<file path="src/rtl/rgmii_defs.sv">
// Shared RGMII receive definitions: field widths, in-band speed codes,
// nibble-assembler state encoding and the in-band status layout.
package rgmii_defs;

  localparam int unsigned NIB_W  = 4;
  localparam int unsigned BYTE_W = 8;
  localparam int unsigned CNT_W  = 4;

  localparam logic [1:0] SPEED_2M5  = 2'b00;
  localparam logic [1:0] SPEED_25M  = 2'b01;
  localparam logic [1:0] SPEED_125M = 2'b10;

  typedef enum logic [1:0] {
    ST_IDLE = 2'd0,
    ST_EVEN = 2'd1,
    ST_ODD  = 2'd2
  } asm_state_e;

  // Bit order matches the in-band nibble {duplex, speed[1:0], link}.
  typedef struct packed {
    logic       duplex;
    logic [1:0] speed;
    logic       link;
  } inband_status_t;

endpackage

</file>
<file path="src/rtl/rgmii_status_filter.sv">
// Debounces the RGMII in-band status nibble: a candidate commits only after
// STATUS_FILTER consecutive identical idle samples.
module rgmii_status_filter
  import rgmii_defs::*;
#(
  parameter int unsigned STATUS_FILTER = 4
) (
  input  logic             clk_i,
  input  logic             rst_i,
  input  logic             sample_valid_i,
  input  logic [NIB_W-1:0] candidate_i,
  output inband_status_t   status_o,
  output logic             status_change_o
);

  localparam logic [CNT_W-1:0] CNT_MAX = '1;
  localparam logic [CNT_W-1:0] CNT_TGT = CNT_W'(STATUS_FILTER);

  logic [CNT_W-1:0] cnt_q, cnt_d;
  logic [NIB_W-1:0] prev_q, prev_d;
  inband_status_t   status_q, status_d;
  logic             change_q, change_d;

  // Run-length count of the candidate; frozen on non-sample cycles.
  always_comb begin
    cnt_d    = cnt_q;
    prev_d   = prev_q;
    status_d = status_q;
    change_d = 1'b0;
    if (sample_valid_i) begin
      prev_d = candidate_i;
      if (candidate_i != prev_q) begin
        cnt_d = CNT_W'(1);
      end else if (cnt_q != CNT_MAX) begin
        cnt_d = cnt_q + CNT_W'(1);
      end
      if ((cnt_d == CNT_TGT) && (inband_status_t'(candidate_i) != status_q)) begin
        status_d = inband_status_t'(candidate_i);
        change_d = 1'b1;
      end
    end
  end

  always_ff @(posedge clk_i) begin
    if (rst_i) begin
      cnt_q    <= '0;
      prev_q   <= '0;
      status_q <= '0;
      change_q <= 1'b0;
    end else begin
      cnt_q    <= cnt_d;
      prev_q   <= prev_d;
      status_q <= status_d;
      change_q <= change_d;
    end
  end

  assign status_o        = status_q;
  assign status_change_o = change_q;

endmodule

</file>
<file path="src/rtl/rgmii_rx_adapter.sv">
// RGMII receive adapter: 1G pass-through or 10/100 nibble-to-byte assembly,
// plus filtered in-band link status.
module rgmii_rx_adapter
  import rgmii_defs::*;
#(
  parameter int unsigned STATUS_FILTER = 4,
  parameter int unsigned AUTO_SPEED    = 1
) (
  input  logic              rx_clk,
  input  logic              rx_reset,
  input  logic              speed_10_100,
  input  logic [BYTE_W-1:0] gmii_rxd_in,
  input  logic              gmii_rx_dv_in,
  input  logic              gmii_rx_er_in,
  output logic [BYTE_W-1:0] rx_data,
  output logic              rx_data_en,
  output logic              rx_dv,
  output logic              rx_er,
  output logic              rx_odd_nibble,
  output logic              link_status,
  output logic [1:0]        clock_speed,
  output logic              duplex_status,
  output logic              status_change
);

  asm_state_e        state_q, state_d;
  logic [NIB_W-1:0]  nib_q, nib_d;
  logic              nib_er_q, nib_er_d;
  logic              mode_q, mode_d;
  logic [BYTE_W-1:0] data_q, data_d;
  logic              en_q, en_d;
  logic              er_q, er_d;
  logic              odd_q, odd_d;
  logic              dv_q;
  inband_status_t    status;
  logic              status_chg;
  logic              mode_cfg, dv_rise, mode_cur;

  // Mode is sampled on the rising edge of dv and held for the whole frame.
  assign mode_cfg = (AUTO_SPEED != 32'd0) ? (status.speed != SPEED_125M) : speed_10_100;
  assign dv_rise  = gmii_rx_dv_in & ~dv_q;
  assign mode_cur = dv_rise ? mode_cfg : mode_q;

  always_comb begin
    state_d  = state_q;
    nib_d    = nib_q;
    nib_er_d = nib_er_q;
    mode_d   = mode_cur;
    data_d   = data_q;
    en_d     = 1'b0;
    er_d     = 1'b0;
    odd_d    = 1'b0;
    if (!mode_cur) begin
      state_d = ST_IDLE;
      data_d  = gmii_rxd_in;
      en_d    = gmii_rx_dv_in;
      er_d    = gmii_rx_er_in & gmii_rx_dv_in;
    end else begin
      unique case (state_q)
        ST_IDLE, ST_EVEN: begin
          if (gmii_rx_dv_in) begin
            state_d  = ST_ODD;
            nib_d    = gmii_rxd_in[NIB_W-1:0];
            nib_er_d = gmii_rx_er_in;
          end else begin
            state_d = ST_IDLE;
          end
        end
        ST_ODD: begin
          if (gmii_rx_dv_in) begin
            state_d = ST_EVEN;
            data_d  = {gmii_rxd_in[NIB_W-1:0], nib_q};
            en_d    = 1'b1;
            er_d    = nib_er_q | gmii_rx_er_in;
          end else begin
            state_d = ST_IDLE;
            odd_d   = 1'b1;
          end
        end
        default: state_d = ST_IDLE;
      endcase
    end
  end

  always_ff @(posedge rx_clk) begin
    if (rx_reset) begin
      state_q  <= ST_IDLE;
      nib_q    <= '0;
      nib_er_q <= 1'b0;
      mode_q   <= 1'b0;
      data_q   <= '0;
      en_q     <= 1'b0;
      er_q     <= 1'b0;
      odd_q    <= 1'b0;
      dv_q     <= 1'b0;
    end else begin
      state_q  <= state_d;
      nib_q    <= nib_d;
      nib_er_q <= nib_er_d;
      mode_q   <= mode_d;
      data_q   <= data_d;
      en_q     <= en_d;
      er_q     <= er_d;
      odd_q    <= odd_d;
      dv_q     <= gmii_rx_dv_in;
    end
  end

  rgmii_status_filter #(
    .STATUS_FILTER(STATUS_FILTER)
  ) u_status_filter (
    .clk_i          (rx_clk),
    .rst_i          (rx_reset),
    .sample_valid_i (~gmii_rx_dv_in & ~gmii_rx_er_in),
    .candidate_i    (gmii_rxd_in[NIB_W-1:0]),
    .status_o       (status),
    .status_change_o(status_chg)
  );

  assign rx_data       = data_q;
  assign rx_data_en    = en_q;
  assign rx_dv         = dv_q;
  assign rx_er         = er_q;
  assign rx_odd_nibble = odd_q;
  assign link_status   = status.link;
  assign clock_speed   = status.speed;
  assign duplex_status = status.duplex;
  assign status_change = status_chg;

endmodule

</file>
<file path="config.mk">
export PLATFORM = sky130hd
export DESIGN_NAME = rgmii_rx_adapter
export DESIGN_NICKNAME = d
export VERILOG_FILES = /design/src/rtl/rgmii_defs.sv /design/src/rtl/rgmii_status_filter.sv /design/src/rtl/rgmii_rx_adapter.sv
export SDC_FILE = /design/constraint.sdc
export NUM_CORES = 1
export LEC_CHECK = 0
export ABC_AREA = 1
export BUFFER_PORTS_ARGS = -buffer_cell sky130_fd_sc_hd__buf_2
export CAP_MARGIN = 20
export CORE_MARGIN = 1.5
export CORE_UTILIZATION = 35
export CTS_CLUSTER_DIAMETER = 50
export DETAILED_ROUTE_END_ITERATION = 10
export GPL_TIMING_DRIVEN = 0
export HOLD_SLACK_MARGIN = 0.06
export PLACE_DENSITY = 0.59
export SYNTH_ARGS = -nofsm -noshare
export SYNTH_HDL_FRONTEND = slang
export SYNTH_HIERARCHICAL = 1
export SYNTH_SLANG_ARGS = --single-unit
export TNS_END_PERCENT = 5
</file>
<file path="constraint.sdc">
create_clock -name rx_clk -period 1.82 [get_ports rx_clk]
set_clock_uncertainty 0.05 [all_clocks]
set_input_delay 0.091 -clock rx_clk [delete_from_list [all_inputs] [get_ports rx_clk]]
set_output_delay 0.091 -clock rx_clk [all_outputs]
set_load 0.03 [all_outputs]
</file>
* Word level (Yosys, flattened, before mapping)
Cells that the tools add are included.
** Cells by class
- Add/subtract/negate cells :: 1
- Eq/ne operators :: 9
- Mux-type cells :: 18
- Bitwise operators :: 10
- Reduce and logical (&&, ||, !) cells :: 9
** Operators with widths (number)
- two-way mux 8 bit :: 3
- two-way mux 4 bit :: 3
- two-way mux 1 bit :: 10
- inequality test 4 bit :: 2
- inverter 1 bit :: 6
- OR reduction 2 bit :: 3
- adder 4 x 1 -> 4 bit, second input constant :: 1
- equality test 4 x 3 -> 1 bit, second input constant :: 1
- inequality test 2 bit, second input constant :: 2
- inequality test 4 bit, second input constant :: 1
- case mux 2 bit (2 select lines) :: 1
- AND reduction 2 bit :: 2
- AND 1 bit :: 3
- AND reduction 3 bit :: 1
- OR reduction 3 bit :: 1
- equality test 2 x 1 -> 1 bit, second input constant :: 1
- equality test 2 bit, second input constant :: 1
- zero test 2 bit :: 1
- two-way mux 2 bit :: 1
- inequality test 2 x 1 -> 1 bit, second input constant :: 1
- logical AND 1 bit :: 1
- OR 1 bit :: 1
** Word-level totals
- Flip-flop bits (word level) :: 33
- Input port bits :: 13
- Output and inout port bits :: 17

* Logic depth before layout (Yosys ltp)
Gate-level depths: netlist (run 1).
- Word-level depth :: 7
- Depth in mapped cells :: 11
- Gate-level depth less buffers :: 11

* Cells and area by module
Netlist (run 1), hierarchy kept.
** Modules (own cells, without submodules)
- rgmii_rx_adapter :: times used 1, cells an instance 120, area each 877.1 µm², seq. area each 400.4 µm²
- rgmii_status_filter :: times used 1, cells an instance 114, area each 759.5 µm², seq. area each 260.2 µm²

* Least setup slack after synthesis (run 1)
OpenSTA, ideal clock, no wires.
- Path type :: reg-to-reg
- Start :: register u_status_filter.cnt_q[0]
- End :: register u_status_filter.status_q, in the netlist u_status_filter/status_o[1]
- Arrival time :: 1289 ps
- Required time :: 1656 ps
- Path slack :: 368 ps
- Cell stages (with the launch flop) :: 12
- Path buffers :: 0
- Cells stage by stage :: dfxtp_1 -> ha_1 -> nand2_1 -> nand2_1 -> nand2_1 -> nand2_1 -> nand3_1 -> nand2_1 -> nor2_1 -> nand3_1 -> nand2_1 -> nor2_1
** Between the ends
- Word-level cells in the longest chain between the ends :: 7
- Elaborated cells on any way between the ends :: 8
- Those cells by class :: 1 x add/sub; 2 x eq/ne; 3 x mux; 2 x reduce/logical
** Ends and longest elaborated chain
- from (decl) :: RTL line rgmii_status_filter.sv:19 : logic [CNT_W-1:0] cnt_q, cnt_d;
- from (signal assigned) :: RTL line rgmii_status_filter.sv:51 : cnt_q <= cnt_d;
- adder 4 x 1 -> 4 bit or inequality test 4 bit (tied branches) :: RTL line rgmii_status_filter.sv:35, rgmii_status_filter.sv:34
- two-way mux 4 bit * :: RTL line rgmii_status_filter.sv:34 : end else if (cnt_q != CNT_MAX) begin
- two-way mux 4 bit * :: RTL line rgmii_status_filter.sv:32 : if (candidate_i != prev_q) begin
- two-way mux 4 bit * :: RTL line rgmii_status_filter.sv:30 : if (sample_valid_i) begin
- equality test 4 x 3 -> 1 bit * :: RTL line rgmii_status_filter.sv:37 : if ((cnt_d == CNT_TGT) && (inband_status_t'(candidate_i) != status_q)) begin
- logical AND 1 bit * :: RTL line rgmii_status_filter.sv:37
- AND reduction 2 bit (no source line) *
- to (signal assigned) :: RTL line rgmii_status_filter.sv:53 : status_q <= status_d;
- to (decl) :: RTL line rgmii_status_filter.sv:21 : inband_status_t status_q, status_d;
Every way passes the cells marked *; elsewhere a longest branch is shown, timed or not. The select of a mux whose other input is x is not followed.
A chain may end at the register's enable or synchronous reset.

* Worst setup path in the final report (run 1)
- Start :: register u_status_filter.cnt_q[0]
- End :: register u_status_filter.status_q, in the netlist u_status_filter/status_o[2]
Same word-level chain as after synthesis.

==> results_dict.tcl, run 1 <==
set metrics [dict create \
    status "completed" \
    dieArea_sq_um 5100 \
    hpwl_microns 2680 \
    rr_startpoint "u_status_filter/cnt_q[0]" \
    cp_data_required_time_ps 1950 \
    final_hold_viol_count 0 \
    cts.sinks 33 \
    vias_per_cell 4.78 \
    h-tree-depth 2 \
    ir_drop_v 0.000409 \
    slew_viol_final 0 \
    clk_path_buf_depth 2 \
    worstSetupStartpointType "flip-flop" \
    track_usage_pct 15.9 \
    overflow 0 \
    combPwrFrac_pct 14.6 \
    grt_pass1_wl_microns 6450 \
    synth_warnings 6 \
    relSlewSlack_pct 74.2 \
    setup_viol 0 \
    clkTransAtPathRegs_ps 70 \
    synth.distinct_cells 24 \
    start_util_pct 37.1 \
    p_clk_share_pct 43.6 \
    p_sw_uw 474 \
    synth_area_sq_um 1640 \
    hp-start "gmii_rxd_in[1]" \
    fp.dieH_microns 71.4 \
    n_antenna_cell 0 \
    area_growth_pct 25.5 \
    vias 1574 \
    synthCells 234 \
    nFillCells 478 \
    grt_pass1_vias 1430 \
    place_ws_ps 141 \
    fin_nets 290 \
    crit_type "flip-flop to flip-flop" \
    critPathMaxFanout 6 \
    p_leak_nw 1.01 \
    crit_arrival_ps 1770 \
    antenna_found_initial 0 \
    clk_latency_ps 280 \
    crit_start "u_status_filter/cnt_q[0]" \
    dr.pass1.iters 4 \
    worst_pin_slew_ps 386 \
    setup_slack_ps 172 \
    die_w_microns 71.4 \
    antenna_left 0 \
    switching_share_pct 25.3 \
    drive_above_1_share_pct 22.4 \
    numCtsBuffers 5 \
    hold_path_class "input port to flip-flop" \
    hold_slack_ps 82.8 \
    ys_seq_area_share_pct 40.4 \
    fin_crit_sh_pct 90.5 \
    cts_setup_buffers 0 \
    wl_per_cell_microns 11.6 \
    multi_input_area_sq_um 827 \
    port_buffers 28 \
    drtIter0Drc 89 \
    cts-root-buf "clkbuf_8" \
    syn_area_per_cell_sq_um 6.99 \
    drt-total-wl_microns 3810 \
    internal-power_mw 1.40 \
    ios 30 \
    cp-end-kind "flip-flop" \
    power.total_mw 1.87 \
    cts_tree "yes" \
    synth_fp_nets 248 \
    fmax_mhz 607 \
    gp_congestion 0.740 \
    drc 0 \
    coreArea_sq_um 4410 \
    finalCriticalPeriod_ps 1650 \
    seqCellArea_sq_um 661 \
    max-cap-violations 0 \
    synth_seq_cells 33 \
    p_seq_share_pct 41.7 \
    rows 24 \
    p_per_area_nw_per_um2 911 \
    grt_max_degree 12 \
]
-- path summary, 6_finish.rpt --
check                                end  slack [ps]  depth (start not counted)
max          u_status_filter/status_o[2]         170                          8
min            u_status_filter/prev_q[1]          80                          3
max reg2reg  u_status_filter/status_o[2]         170                          8
min reg2reg                     nib_q[0]         420                          2
-- area by class of cell --
type | instances | share of cell area (%)
multi-input cells | 163 | 40.3
flip-flops and latches | 33 | 32.2
repair buffers | 35 | 10.2
inverters | 32 | 5.85
clock buffers | 5 | 3.35
clock inverters | 3 | 3.17
well taps | 52 | 3.17
plain buffers | 6 | 1.83
-- metrics by stage --
step / util, % / setup TNS [ps] / area [sq um] / cells
4_1_cts: 46.3 / 0 / 2050 / 329
2_1_floorplan: - / 0 / 1640 / 234
3_5_place_dp: 41.7 / 0 / 1840 / 314
3_3_place_gp: 41.7 / 0 / 1840 / 314
6_report: 46.5 / 0 / 2050 / 329
5_1_grt: 46.5 / -0.341 / 2050 / 329
-- power groups by stage --
stage               registers [mW]  logic, mW  clock network [mW]
finish                       0.781      0.274               0.817
global route                 0.786      0.307               0.871
CTS                          0.780      0.271               0.842
detailed placement           0.796      0.259                   0
global placement             0.796      0.256                   0
floorplan                    0.826      0.155                   0
-- timing repair --
item | CTS | global route
setup endpoints to repair | 0 | 6
hold buffers | 7 | 0
hold endpoints to repair | 8 | 0
resized for setup | 0 | 4
-- sequential cells by signal, indices dropped and copies added (netlist names) --
| register | flops |
|---|---|
| mode_q | 1 |
| nib_er_q | 1 |
| nib_q | 4 |
| rx_data | 8 |
| rx_data_en | 1 |
| rx_dv | 1 |
| rx_er | 1 |
| rx_odd_nibble | 1 |
| state_q | 2 |
| u_status_filter/cnt_q | 4 |
| u_status_filter/prev_q | 4 |
| u_status_filter/status_change_o | 1 |
| u_status_filter/status_o | 4 |
-- cells in the final DEF (no fill, tap or decap), types with 5 or more instances in the layout --
cell type      Yosys  final
a21oi_1           13     13
inv_1             25     25
o21ai_0            8      8
clkbuf_8           0      5
inv_2              5      5
nand3_1           31     31
dlygate4sd3_1      0      7
dfxtp_1           33     33
nand4_1           11     11
buf_2              2     30
nand2_2            6      6
nor2_1            20     19
nand2_1           56     56
-- kinds of logic (layout without fill, tap and decap cells) --
group,Yosys count,in the layout,share of synthesized area [%]
fa+ha+maj,1,1,0.764
compound gates,22,22,6.80
xor+xnor,4,4,2.14
buf+inv,38,81,9.56
simple gates,136,136,40.4
flops,33,33,40.4
-- Yosys cell counts --
cell / count / area [sq um]
nand2_1: 56 / 210
dfxtp_1: 33 / 661
nand3_1: 31 / 155
inv_1: 25 / 93.8
nor2_1: 20 / 75.1
a21oi_1: 13 / 65.1
nand4_1: 11 / 68.8
o21ai_0: 8 / 40.0
nand2_2: 6 / 37.5
inv_2: 5 / 18.8
xor2_1: 4 / 35.0
clkbuf_1: 3 / 11.3
nor2_2: 3 / 18.8
nor2_4: 3 / 33.8
buf_2: 2 / 10.0
clkinv_1: 2 / 7.51
nor3_1: 2 / 10.0
a31oi_1: 1 / 6.26
and2_4: 1 / 8.76
buf_8: 1 / 15.0
ha_1: 1 / 12.5
nand2_4: 1 / 11.3
nand3_2: 1 / 10.0
nand4_4: 1 / 21.3
-- critical path, cell delays in order, from the launching register on --
cell	delay, ps
dfxtp_1	420
ha_1	270
nand4_1	140
nand2_1	150
nand4_1	160
nor2_4	150
nand3_1	100
nand2_1	70
nor2_1	40
-- routing by layer --
layer | vias to the layer above | GRT usage, % | wire [microns] | part of all wire (%)
met4 | 0 | 5.03 | 34 | 0.89
li1 | 842 | - | - | -
met1 | 693 | 21.6 | 1970 | 52
met5 | - | 0 | 0 | 0
met3 | 4 | 4.36 | 154 | 4.0
met2 | 35 | 24.6 | 1660 | 43
(Power assumes the default switching activity.)
==> run 2, diff against run 1 <==
CORE_ASPECT_RATIO = 0.75   (was not set)
TNS_END_PERCENT = not set   (was 5)
clock period = 1.6 ns   (was 1.82 ns; I/O delays follow)
==> results_dict.tcl, run 2 (synthesis results as in run 1) <==
set metrics [dict create \
    antenna_found_initial 0 \
    clk_latency_ps 280 \
    track_usage_pct 16.8 \
    start_util_pct 36.6 \
    overflow 0 \
    p_per_area_nw_per_um2 950 \
    die_w_microns 82.0 \
    multi_input_area_sq_um 887 \
    cts.sinks 33 \
    critPathMaxFanout 4 \
    port_buffers 28 \
    gp_congestion 0.786 \
    fmax_mhz 660 \
    vias_per_cell 4.78 \
    grt_max_degree 11 \
    cts-root-buf "clkbuf_8" \
    coreArea_sq_um 4470 \
    drtIter0Drc 78 \
    slew_viol_final 0 \
    cts_tree "yes" \
    finalCriticalPeriod_ps 1520 \
    largest_register_ffs 8 \
    p_leak_nw 1.03 \
    cp-end-kind "flip-flop" \
    h-tree-depth 2 \
    max-cap-violations 0 \
    drt-total-wl_microns 4060 \
    hold_path_class "input port to flip-flop" \
    hpwl_microns 2840 \
    relSlewSlack_pct 66.5 \
    ir_drop_v 0.000629 \
    area_growth_pct 32.3 \
    drive_above_1_share_pct 27.7 \
    fin_nets 295 \
    numCtsBuffers 5 \
    grt_pass1_vias 1429 \
    grt_pass1_wl_microns 6590 \
    final_cell_mix "nand2_1 (51), dfxtp_1 (31), buf_2 (29), nand3_1 (27), inv_1 (25)" \
    clkTransAtPathRegs_ps 70 \
    crit_arrival_ps 1640 \
    seqCellArea_sq_um 666 \
    status "completed" \
    crit_type "flip-flop to flip-flop" \
    dieArea_sq_um 5100 \
    cp_data_required_time_ps 1730 \
    worstSetupStartpointType "flip-flop" \
    n_antenna_cell 0 \
    fp.dieH_microns 62.2 \
    antenna_left 0 \
    worst_pin_slew_ps 502 \
    clk_path_buf_depth 2 \
    fin_area_sq_um 2160 \
    fin_crit_sh_pct 94.7 \
    ios 30 \
    rows 21 \
    placed_area_sq_um 1850 \
    drc 0 \
    nFillCells 465 \
    final_hold_viol_count 0 \
    setup_viol 0 \
    final_common_cell "nand2_1" \
    wl_per_cell_microns 12.0 \
    power.total_mw 2.06 \
    dr.pass1.iters 4 \
    vias 1622 \
]
run 2: changes by cell type in the layout (fill, tap and decap cells not counted), sizes merged:
cell,delta
dlymetal6s4s,+1
buf,+4
clkbuf,+2
clkinv,-2
clkinvlp,+1
bufinv,-1
run 2: worst paths after layout:
path                             start                     endpoint  slack (ps)  depth (start not counted)
max reg2reg  u_status_filter/prev_q[1]  u_status_filter/status_o[1]          80                         10
max          u_status_filter/prev_q[1]  u_status_filter/status_o[1]          80                         10
min                      gmii_rx_dv_in                        rx_dv          70                          3
min reg2reg                   nib_er_q                     nib_er_q         420                          2
run 2: worst max-delay path, stage by stage (launching register included):
cell and delay, ps:
dfxtp_1 350, inv_1 40, nand2_1 50, nand2_1 60, nor2_2 240, and2_4 220
nand2_2 70, nor2_4 140, nand3_1 90, nand2_1 70, nor2_1 40
run 2: layer usage:
metal / wire, microns / track usage (%) / part of all wire [%] / vias to the layer above
met4: 34 / 4.03 / 0.84 / 0
met3: 250 / 5.15 / 6.2 / 5
met2: 1530 / 22.1 / 38 / 48
li1: - / - / - / 851
met5: 0 / 0 / 0 / -
met1: 2240 / 26.1 / 55 / 718
run 2: layout make-up:
class / instances / share of cell area (%)
clock inverters: 1 / 1.39
inverters: 32 / 5.72
repair buffers: 40 / 12.1
plain buffers: 6 / 1.73
clock buffers: 7 / 3.99
well taps: 57 / 3.29
flip-flops and latches: 33 / 30.8
multi-input cells: 163 / 41.0
run 2: timing repair:
| item | 4_1_cts | 5_1_grt |
|---|---|---|
| gates resized for setup | 3 | 22 |
| setup endpoints to repair | 4 | 15 |
| endpoints found under the hold margin | 11 | 0 |
| buffers inserted | 0 | 4 |
| pin swaps | 1 | 8 |
| hold buffers | 8 | 0 |
run 2: where the power goes:
group / internal [mW] / leakage [nW] / switching (mW)
sequential: 0.863 / 0.271 / 0.0282
combinational: 0.127 / 0.704 / 0.216
clock: 0.508 / 0.0585 / 0.314
run 2: metrics by stage:
step	std cells	worst slack (ps)	hold WS, ps	setup TNS [ps]	util (%)
detailed placement	319	-102	246	-388	41.4
finish	339	84.9	69.9	0	48.5
floorplan	234	148	108	0	-
global route	339	-47.7	75.4	-161	48.5
global placement	319	-99.0	238	-376	41.4
CTS	335	12.1	66.7	0	45.9
